[src/rtl/alu_pkg.sv]
// Shared definitions for the ALU arbiter slice: widths, ALU op codes, FSM encoding.
package alu_pkg;

    localparam int unsigned DATA_W = 32;
    localparam int unsigned OP_W   = 3;
    localparam int unsigned CNT_W  = 4;

    localparam logic [OP_W-1:0] OP_AND = 3'd0;
    localparam logic [OP_W-1:0] OP_OR  = 3'd1;
    localparam logic [OP_W-1:0] OP_ADD = 3'd2;
    localparam logic [OP_W-1:0] OP_MUL = 3'd3;
    localparam logic [OP_W-1:0] OP_DIV = 3'd4;
    localparam logic [OP_W-1:0] OP_SLL = 3'd5;
    localparam logic [OP_W-1:0] OP_SUB = 3'd6;
    localparam logic [OP_W-1:0] OP_SLT = 3'd7;

    typedef enum logic [1:0] {
        IDLE = 2'd0,
        EXEC = 2'd1,
        RESP = 2'd2
    } state_t;

    // Multiply is given its own multicycle allowance; everything else shares one.
    function automatic logic [CNT_W-1:0] exec_cycles(input logic [OP_W-1:0] op,
                                                     input int unsigned mul_c,
                                                     input int unsigned alu_c);
        return (op == OP_MUL) ? CNT_W'(mul_c) : CNT_W'(alu_c);
    endfunction

endpackage

[src/rtl/alu_arbiter_rr_arb2.sv]
// Two-request round-robin grant; the pointer flips to the other port on every accept.
module rr_arb2
    import alu_pkg::*;
(
    input  logic       clk,
    input  logic       reset,
    input  logic [1:0] i_req,
    input  logic       i_accept,
    output logic       o_gnt_id,
    output logic       o_gnt_valid
);

    logic r_ptr;
    logic w_gnt_id;

    // A lone requester always wins; the pointer only breaks ties.
    always_comb begin
        w_gnt_id = i_req[1];
        if (i_req == 2'b11) begin
            w_gnt_id = r_ptr;
        end
    end

    assign o_gnt_id    = w_gnt_id;
    assign o_gnt_valid = |i_req;

    always_ff @(posedge clk or posedge reset) begin
        if (reset) begin
            r_ptr <= 1'b0;
        end else if (i_accept) begin
            r_ptr <= ~w_gnt_id;
        end
    end

endmodule

[src/rtl/alu_arbiter.sv]
// Shares one combinational ALU between two valid/ready requesters.
// Optional grant counters are built when ALU_ARB_PERF_EN is defined.
module alu_arbiter
    import alu_pkg::*;
#(
    parameter int unsigned DATA_W     = alu_pkg::DATA_W,
    parameter int unsigned MUL_CYCLES = 2,
    parameter int unsigned ALU_CYCLES = 1
) (
    input  logic              clk,
    input  logic              reset,
    input  logic              req0_valid,
    output logic              req0_ready,
    input  logic [DATA_W-1:0] req0_a,
    input  logic [DATA_W-1:0] req0_b,
    input  logic [OP_W-1:0]   req0_op,
    input  logic              req1_valid,
    output logic              req1_ready,
    input  logic [DATA_W-1:0] req1_a,
    input  logic [DATA_W-1:0] req1_b,
    input  logic [OP_W-1:0]   req1_op,
    output logic [DATA_W-1:0] alu_a,
    output logic [DATA_W-1:0] alu_b,
    output logic [OP_W-1:0]   alu_ctrl,
    input  logic [DATA_W-1:0] alu_result,
    input  logic              alu_zero,
    output logic              rsp0_valid,
    input  logic              rsp0_ready,
    output logic              rsp1_valid,
    input  logic              rsp1_ready,
    output logic [DATA_W-1:0] rsp_data,
    output logic              rsp_zero,
    output logic              busy
`ifdef ALU_ARB_PERF_EN
    ,
    output logic [15:0]       grant0_cnt,
    output logic [15:0]       grant1_cnt
`endif
);

    state_t            r_state;
    logic [CNT_W-1:0]  r_cnt;
    logic              r_gnt;

    logic              w_gnt_id;
    logic              w_gnt_valid;
    logic              w_accept;
    logic              w_rsp_ack;
    logic [DATA_W-1:0] w_sel_a;
    logic [DATA_W-1:0] w_sel_b;
    logic [OP_W-1:0]   w_sel_op;

    rr_arb2 u_rr_arb2 (
        .clk         (clk),
        .reset       (reset),
        .i_req       ({req1_valid, req0_valid}),
        .i_accept    (w_accept),
        .o_gnt_id    (w_gnt_id),
        .o_gnt_valid (w_gnt_valid)
    );

    // Ready is a same-cycle acknowledge, so it is only offered while idle.
    assign w_accept   = (r_state == IDLE) && !reset && w_gnt_valid;
    assign req0_ready = w_accept && !w_gnt_id;
    assign req1_ready = w_accept &&  w_gnt_id;

    assign w_sel_a   = w_gnt_id ? req1_a  : req0_a;
    assign w_sel_b   = w_gnt_id ? req1_b  : req0_b;
    assign w_sel_op  = w_gnt_id ? req1_op : req0_op;
    assign w_rsp_ack = r_gnt ? rsp1_ready : rsp0_ready;

    // The operand registers double as the ALU drive: cleared when idle, held through RESP.
    always_ff @(posedge clk or posedge reset) begin
        if (reset) begin
            r_state    <= IDLE;
            r_cnt      <= '0;
            r_gnt      <= 1'b0;
            alu_a      <= '0;
            alu_b      <= '0;
            alu_ctrl   <= '0;
            rsp0_valid <= 1'b0;
            rsp1_valid <= 1'b0;
            rsp_data   <= '0;
            rsp_zero   <= 1'b0;
            busy       <= 1'b0;
        end else begin
            case (r_state)
                IDLE: begin
                    if (w_accept) begin
                        alu_a    <= w_sel_a;
                        alu_b    <= w_sel_b;
                        alu_ctrl <= w_sel_op;
                        r_gnt    <= w_gnt_id;
                        r_cnt    <= exec_cycles(w_sel_op, MUL_CYCLES, ALU_CYCLES);
                        busy     <= 1'b1;
                        r_state  <= EXEC;
                    end
                end
                EXEC: begin
                    r_cnt <= r_cnt - CNT_W'(1);
                    if (r_cnt == CNT_W'(1)) begin
                        rsp_data   <= alu_result;
                        rsp_zero   <= alu_zero;
                        rsp0_valid <= !r_gnt;
                        rsp1_valid <=  r_gnt;
                        r_state    <= RESP;
                    end
                end
                RESP: begin
                    if (w_rsp_ack) begin
                        rsp0_valid <= 1'b0;
                        rsp1_valid <= 1'b0;
                        alu_a      <= '0;
                        alu_b      <= '0;
                        alu_ctrl   <= '0;
                        busy       <= 1'b0;
                        r_state    <= IDLE;
                    end
                end
                default: begin
                    r_state <= IDLE;
                end
            endcase
        end
    end

`ifdef ALU_ARB_PERF_EN
    // Saturating per-port accept counters.
    always_ff @(posedge clk or posedge reset) begin
        if (reset) begin
            grant0_cnt <= '0;
            grant1_cnt <= '0;
        end else begin
            if (req0_ready && (grant0_cnt != 16'hFFFF)) begin
                grant0_cnt <= grant0_cnt + 16'd1;
            end
            if (req1_ready && (grant1_cnt != 16'hFFFF)) begin
                grant1_cnt <= grant1_cnt + 16'd1;
            end
        end
    end
`endif

endmodule

[config.mk]
export PLATFORM = sky130hd
export DESIGN_NAME = alu_arbiter
export DESIGN_NICKNAME = d
export VERILOG_FILES = /design/src/rtl/alu_pkg.sv /design/src/rtl/alu_arbiter_rr_arb2.sv /design/src/rtl/alu_arbiter.sv
export SDC_FILE = /design/constraint.sdc
export NUM_CORES = 1
export LEC_CHECK = 0
export CORE_MARGIN = 2
export CORE_UTILIZATION = 46
export CTS_CLUSTER_SIZE = 28
export DETAILED_ROUTE_END_ITERATION = 7
export DONT_BUFFER_PORTS = 1
export SYNTH_ARGS = -nofsm -noshare
export SYNTH_HDL_FRONTEND = slang
export SYNTH_SLANG_ARGS = --single-unit
[constraint.sdc]
create_clock -name clk -period 4 [get_ports clk]
set_input_delay 0.8 -clock clk [delete_from_list [all_inputs] [get_ports clk]]
set_output_delay 0.8 -clock clk [all_outputs]
set_load 0.1 [all_outputs]
==> impl_results.md <==
- Status: complete, no violations
- Worst endpoint data arrival time: 1.92 ns
- Port buffer count: 0
- Half-perimeter wire length after detailed placement: 7.66 mm
- Post-CTS repair timing setup buffer count: 0
- Number of synthesized flops with an enable pin: 0
- Count of buffering cells on the critical path with inverters included: 1
- Count of different cell masters after synthesis: 36
- Worst Setup Path Type: input pin to primary output
- Number of H-tree branching levels: 3
- Via count of the first global-routing pass: 2916
- Slew at the pin with the worst max-slew slack: 0.972 ns
- Detailed Route Iter0 Violations: 129
- Final period util: 0.681
- Fillcell total: 892
- Flip-flop cell with the highest count after synthesis: sky130_fd_sc_hd__dfrtp_1
- Final design instance area without fill: 5250 sq um
- Kind of start point of the critical path: input pin
- Cell family contributing the most delay on the critical path: simple AND/OR/NAND/NOR gates
- Nature of the critical path endpoint: primary output
- Summed negative setup slack over all endpoints: 0 ns
- Number of buffers between clock root and the deepest sink: 2
- Die Height: 108 um
- Die area: 11600 sq um
- Number of antenna violations at the first check in global routing: 0
- Library cell occupying the most area in the post-synthesis netlist: sky130_fd_sc_hd__dfrtp_1
- Crit path largest cell delay: 0.45 ns
- Top cell type's share of synthesized area: 0.559
- Number of sinks handled by clock tree synthesis: 111
- Wire length of the first global-routing pass: 15.6 mm
- Pin count of the biggest net entering global routing: 70
- Max-slew violation count: 0
- Top cells by area, synth: sky130_fd_sc_hd__dfrtp_1, sky130_fd_sc_hd__mux2i_1, sky130_fd_sc_hd__o2bb2ai_1, sky130_fd_sc_hd__mux2_2, sky130_fd_sc_hd__o2bb2ai_2
- Row cnt: 37
- Num CTS Buffers: 9
- Total Nets Final: 520
- Post-synthesis cell area: 4960 sq um
- Cts hold-fix bufs: 0
- CTS tree: done
- Core Area: 10400 sq um
- Area post-placement: 5020 sq um
- DR pass1 iterations: 4
- Weighted congestion reported at the end of routability-driven placement: 0.775
- Class of the tightest hold or removal check: input pin to asynchronous set/reset pin
- Crit-path cells: o21bai_2 > or3_2 > nor2_2 > buf_4
- Average routed wire per standard cell: 21.5 um
- Required time reported for the critical path endpoint: 3.20 ns
- Tightest slew margin relative to the limit: 0.352
- Top Ports: 278
- Antenna Diode Count: 0
- Die Span X: 108 um
- Latest clock arrival within the worst-skew pair: 0.37 ns
- Number of gates on the worst path with buffers counted: 4
- Async SR Flop Fraction: 1.00
- Post-Route Skew: 0.0100 ns
- Drt via density: 5.86
- Post-Syn Instances: 350
- Most frequent cell after synthesis: sky130_fd_sc_hd__dfrtp_1
- Average instance area after synthesis: 14.2 sq um
- Part of the Yosys area used for sequential elements: 0.559
- FF-to-FF path depth: 6
- Unrepaired setup endpoints after global routing: no
- Clock-pin slew reported for the worst setup and hold paths after clock tree synthesis: 0.10 ns
- Final setup viols: 0
- Post-detailed-route count of antenna-violating nets: 0
- Relative area change from synthesis to final layout: 5.77%
- Root Buffer Master: sky130_fd_sc_hd__clkbuf_8
- Routed vias: 2850
- Maximum clock frequency: 367 MHz
- Maximum fanout encountered on the critical timing path: 3
- Net Count, Synth: 525
- Fraction of final layout cells with drive strength greater than 1: 0.229
- Total global routing track utilization: 0.175
- Final Hold Fails: 0
- Post_cts resized: 0
- Flip-flop and latch count after synthesis: 111
- Wirelength, routed: 10.4 mm
- Number of max-cap violations: 0
- Ranking of synthesized cells by instance count: sky130_fd_sc_hd__dfrtp_1, sky130_fd_sc_hd__mux2i_1, sky130_fd_sc_hd__o2bb2ai_1
- GRT Residual Overflow: 0
- Initial core utilization: 0.477
- Final critical-path required period: 2.72 ns
- Cell with the biggest individual delay on the critical path: sky130_fd_sc_hd__or3_2
- Warning count from the yosys run: 0
- Number of design rule violations left after detail routing: 0
[registers in the layout, summed over array words and instances (netlist names)]
register,count
rsp1_valid,1
alu_a,32
busy,1
u_rr_arb2.r_ptr,1
rsp0_valid,1
r_cnt,4
r_state,2
rsp_zero,1
alu_b,32
alu_ctrl,3
rsp_data,32
r_gnt,1
[worst paths after layout]
| kind | to | from | slack (ns) |
|---|---|---|---|
| setup / recovery | req1_ready | reset | 1.28 |
| hold / removal | rsp_data[18] | reset | 0.47 |
| setup reg to reg | rsp0_valid | r_cnt[1] | 1.92 |
| hold reg to reg | r_cnt[3] | r_cnt[3] | 0.50 |
| max in group asynchronous | alu_a[23] | reset | 2.69 |
| min in group clk | r_cnt[3] | r_cnt[3] | 0.50 |
[area by class of cell]
class | instances | area [sq um] | area share
Clock inverter | 5 | 78.8 | 0.0150
Inverter | 6 | 25.0 | 0.00477
Multi-Input combinational cell | 208 | 1980 | 0.377
Timing Repair Buffer | 9 | 67.6 | 0.0129
Clock buffer | 11 | 151 | 0.0288
Tap cell | 136 | 170 | 0.0324
Sequential cell | 111 | 2780 | 0.529
[layer usage]
layer  wire (um)  track usage
met1        3990        0.206
met2        5200        0.284
met3        1100       0.0769
met4         160       0.0595
met5           0            0
[cells in the final DEF, fill, tap and decap left out, types with 2 or more instances in the layout]
cell type | synthesis | layout
sky130_fd_sc_hd__nand3_1 | 2 | 2
sky130_fd_sc_hd__clkbuf_8 | 0 | 11
sky130_fd_sc_hd__o21ai_0 | 4 | 4
sky130_fd_sc_hd__mux2i_1 | 65 | 65
sky130_fd_sc_hd__clkinv_2 | 0 | 2
sky130_fd_sc_hd__a22o_1 | 2 | 2
sky130_fd_sc_hd__ha_1 | 2 | 2
sky130_fd_sc_hd__o2bb2ai_1 | 57 | 57
sky130_fd_sc_hd__nand2_1 | 5 | 5
sky130_fd_sc_hd__mux2_2 | 36 | 36
sky130_fd_sc_hd__bufinv_16 | 0 | 2
sky130_fd_sc_hd__buf_4 | 6 | 9
sky130_fd_sc_hd__dfrtp_1 | 111 | 111
sky130_fd_sc_hd__nor2_1 | 4 | 3
sky130_fd_sc_hd__inv_1 | 6 | 5
sky130_fd_sc_hd__o2bb2ai_2 | 8 | 8
sky130_fd_sc_hd__nand2b_1 | 2 | 2
sky130_fd_sc_hd__a21oi_1 | 3 | 3
[through the flow]
stage               hold WS [ns]  cells  setup WS (ns)   util
floorplan                  0.465    350          0.269      -
global placement           0.487    470           1.30  0.482
detailed placement         0.490    470           1.28  0.482
CTS                        0.485    486           1.28  0.504
global route               0.508    486           1.24  0.504
finish                     0.465    486           1.28  0.504
[cells by family after synthesis]
family | Yosys count | synth area share
AO/OA/AOI/OAI | 81 | 0.148
XOR/XNOR | 1 | 0.00176
adder cells (fa/ha/maj) | 2 | 0.00504
buffers and inverters | 31 | 0.0423
AND/OR/NAND/NOR | 23 | 0.0302
flip-flops | 111 | 0.559
multiplexers | 101 | 0.213
Power is left out: the tool's default activity adds up to more than one toggle a clock period on the data nets, which glitch-free logic cannot reach.
==> RTL edit: new RTL, config.mk and constraints unchanged <==
The 3 states of `state_t` get a one-hot encoding in 3 bits.
--- a/src/rtl/alu_pkg.sv
+++ b/src/rtl/alu_pkg.sv
@@ -14,10 +14,10 @@
     localparam logic [OP_W-1:0] OP_SUB = 3'd6;
     localparam logic [OP_W-1:0] OP_SLT = 3'd7;
 
-    typedef enum logic [1:0] {
-        IDLE = 2'd0,
-        EXEC = 2'd1,
-        RESP = 2'd2
+    typedef enum logic [2:0] {
+        IDLE = 3'b001,
+        EXEC = 3'b010,
+        RESP = 3'b100
     } state_t;
 
     // Multiply is given its own multicycle allowance; everything else shares one.
Function: no difference found for any inputs over 4 cycles, from zero or initial values and one cycle with reset high; so few cycles prove little.
==> RTL edit against the original RTL <==
- via count rose by 12%
- die area increased by 1.5%
- design area is 1.4% higher
- area after synthesis is 1.6% higher
- sequential cell count rose by 1
- routed wire length is 3.0% higher
- worst setup slack got worse by 22 ps
- sequential share of layout area is 0.23 points lower
- critical endpoint unchanged
- global-route usage fell by 0.12 points
Power is left out: the tool's default activity adds up to more than one toggle a clock period on the data nets, which glitch-free logic cannot reach.
==> RTL edit: results (changes against the original RTL) <==
Layout
  • Proportion of layout cells with a drive suffix above 1: 14.8% (was 22.9%)
  • Number of nets at the end of the flow: 590 (was 520)
  • Count of antenna diodes in the layout: 0 (unchanged)
  • Count of fill cells added during filler insertion: 977 (was 892)

Clock network
  • Skew-Pair Late Insertion Delay: 350 ps (was 370 ps)
  • CTS Root Cell: clkbuf_8 (unchanged)
  • PostCTS Resize Cnt: 0 (unchanged)
  • H-tree Lvls: 3 (unchanged)
  • Number of buffers on the longest clock path: 2 (unchanged)
  • Number of buffers added by the clock tree synthesis step: 9 (unchanged)

Route
  • DRC marker count from the first detailed-route iteration: 114 (was 129)
  • Final wirelength: 10800 um (was 10400 um)
  • First-pass iteration count of the detailed router: 4 (unchanged)
  • DR vias: 3200 (was 2850)

Global route
  • Met2 global-route usage: 28.5% (was 28.4%)
  • Total routing usage reported by global routing: 17.3% (was 17.5%)
  • Met3 layer usage reported by global route: 6.75% (was 7.69%)
  • Via count of the first global-routing pass: 3003 (was 2916)
  • Global routing usage on met1: 21.3% (was 20.6%)
  • First-pass GRT wire length: 15800 um (was 15600 um)
  • Initial antenna violation count: 0 (unchanged)
  • Pin count of the biggest net entering global routing: 73 (was 70)

Placed design
  • Weighted congestion at the end of routability-driven global placement: 0.798 (was 0.775)
  • Worst setup timing slack at the placement stage: 1350 ps (was 1280 ps)
  • Number of I/O port buffers: 0 (unchanged)
  • Sum of net half-perimeters after detailed placement: 7800 um (was 7660 um)

Logic synthesis
  • Share of the yosys chip area belonging to registers: 55.6% (was 55.9%)
  • Synth warnings: 0 (unchanged)
  • Net count after synthesis: 605 (was 525)
  • Largest cells by area after synthesis: dfrtp_1 (55%), mux2i_1 (13%), o22ai_1 (8.1%), mux2_2 (5.8%), nand2_1 (5.2%) (was dfrtp_1 (56%), mux2i_1 (13%), o2bb2ai_1 (10%), mux2_2 (8.2%), o2bb2ai_2 (2.4%))
  • Most frequent cells after synthesis: dfrtp_1 (111), nand2_1 (70), mux2i_1 (67) (was dfrtp_1 (111), mux2i_1 (65), o2bb2ai_1 (57))
  • Share of synthesized flip-flops with an asynchronous set or reset: 100% (unchanged)
  • Unique masters post-synth: 38 (was 36)

Critical path
  • WP data arrival: 1950 ps (was 1920 ps)
  • CP Max Fanout: 6 (was 3)
  • Reg2reg setup slack: 1690 ps (was 1920 ps)
  • Capture instance of the worst register-to-register path: alu_b[24] (was rsp0_valid)
  • Delay of the slowest cell on the worst path: 610 ps (was 450 ps)
  • First element of the critical path: r_state[0] (was reset)
  • Critical-path top delay cell: dfstp_2 (was or3_2)

Outcome
  • Outcome: complete, no violations (unchanged)

STA
  • Slew HR: 36.7% (was 35.2%)
  • Final clock skew: 6.77 ps (was 10.0 ps)
[RTL edit: how the worst max path moves through the flow]
stage	to	slack, ps
after floorplan	req0_ready	190
after global placement	req1_ready	1390
after detailed placement	req1_ready	1350
after CTS	req1_ready	1210
after global routing	req1_ready	1080
final	req1_ready	1250
[RTL edit: kinds of logic (layout without fill, tap and decap cells)]
logic type,Yosys count,in the layout,share of synthesized area [%]
xor gates and xnor gates,1,1,0.174
and+or+nand+nor,91,91,7.79
DFF,112,112,55.6
adders and majority gates,2,2,0.496
buffers and inverters,37,27,4.14
AOI/OAI and AO/OA,86,86,10.9
muxes,101,101,20.9
[RTL edit: worst max-delay path: cells and delay by family (launching register included)]
family                 cells  cell delay [ps]
AND/OR/NAND/NOR            2              520
buffers and inverters      1              320
flip-flops                 1              610
AO/OA/AOI/OAI              1              130
[RTL edit: metrics by stage]
| stage | instance area, sq um | hold slack [ps] | util [%] | instances |
|---|---|---|---|---|
| after floorplan | 5040 | 457 | - | 430 |
| after global placement | 5120 | 515 | 47.7 | 544 |
| after detailed placement | 5120 | 508 | 47.7 | 544 |
| after CTS | 5320 | 376 | 49.5 | 560 |
| after global routing | 5320 | 375 | 49.5 | 560 |
| final | 5320 | 370 | 49.5 | 560 |
[RTL edit: cell type report]
type | count | area share [%]
Sequential cell | 112 | 52.7
Multi-Input combinational cell | 281 | 38.7
Tap cell | 140 | 3.29
Clock buffer | 10 | 2.40
Clock inverter | 6 | 1.41
Timing Repair Buffer | 7 | 1.22
Inverter | 4 | 0.329
[RTL edit: per-layer routing]
metal  share of wire, %  wire length, um
met2                 49             5280
met1                 40             4260
met4                1.4              148
met3                 10             1070
met5                  0                0
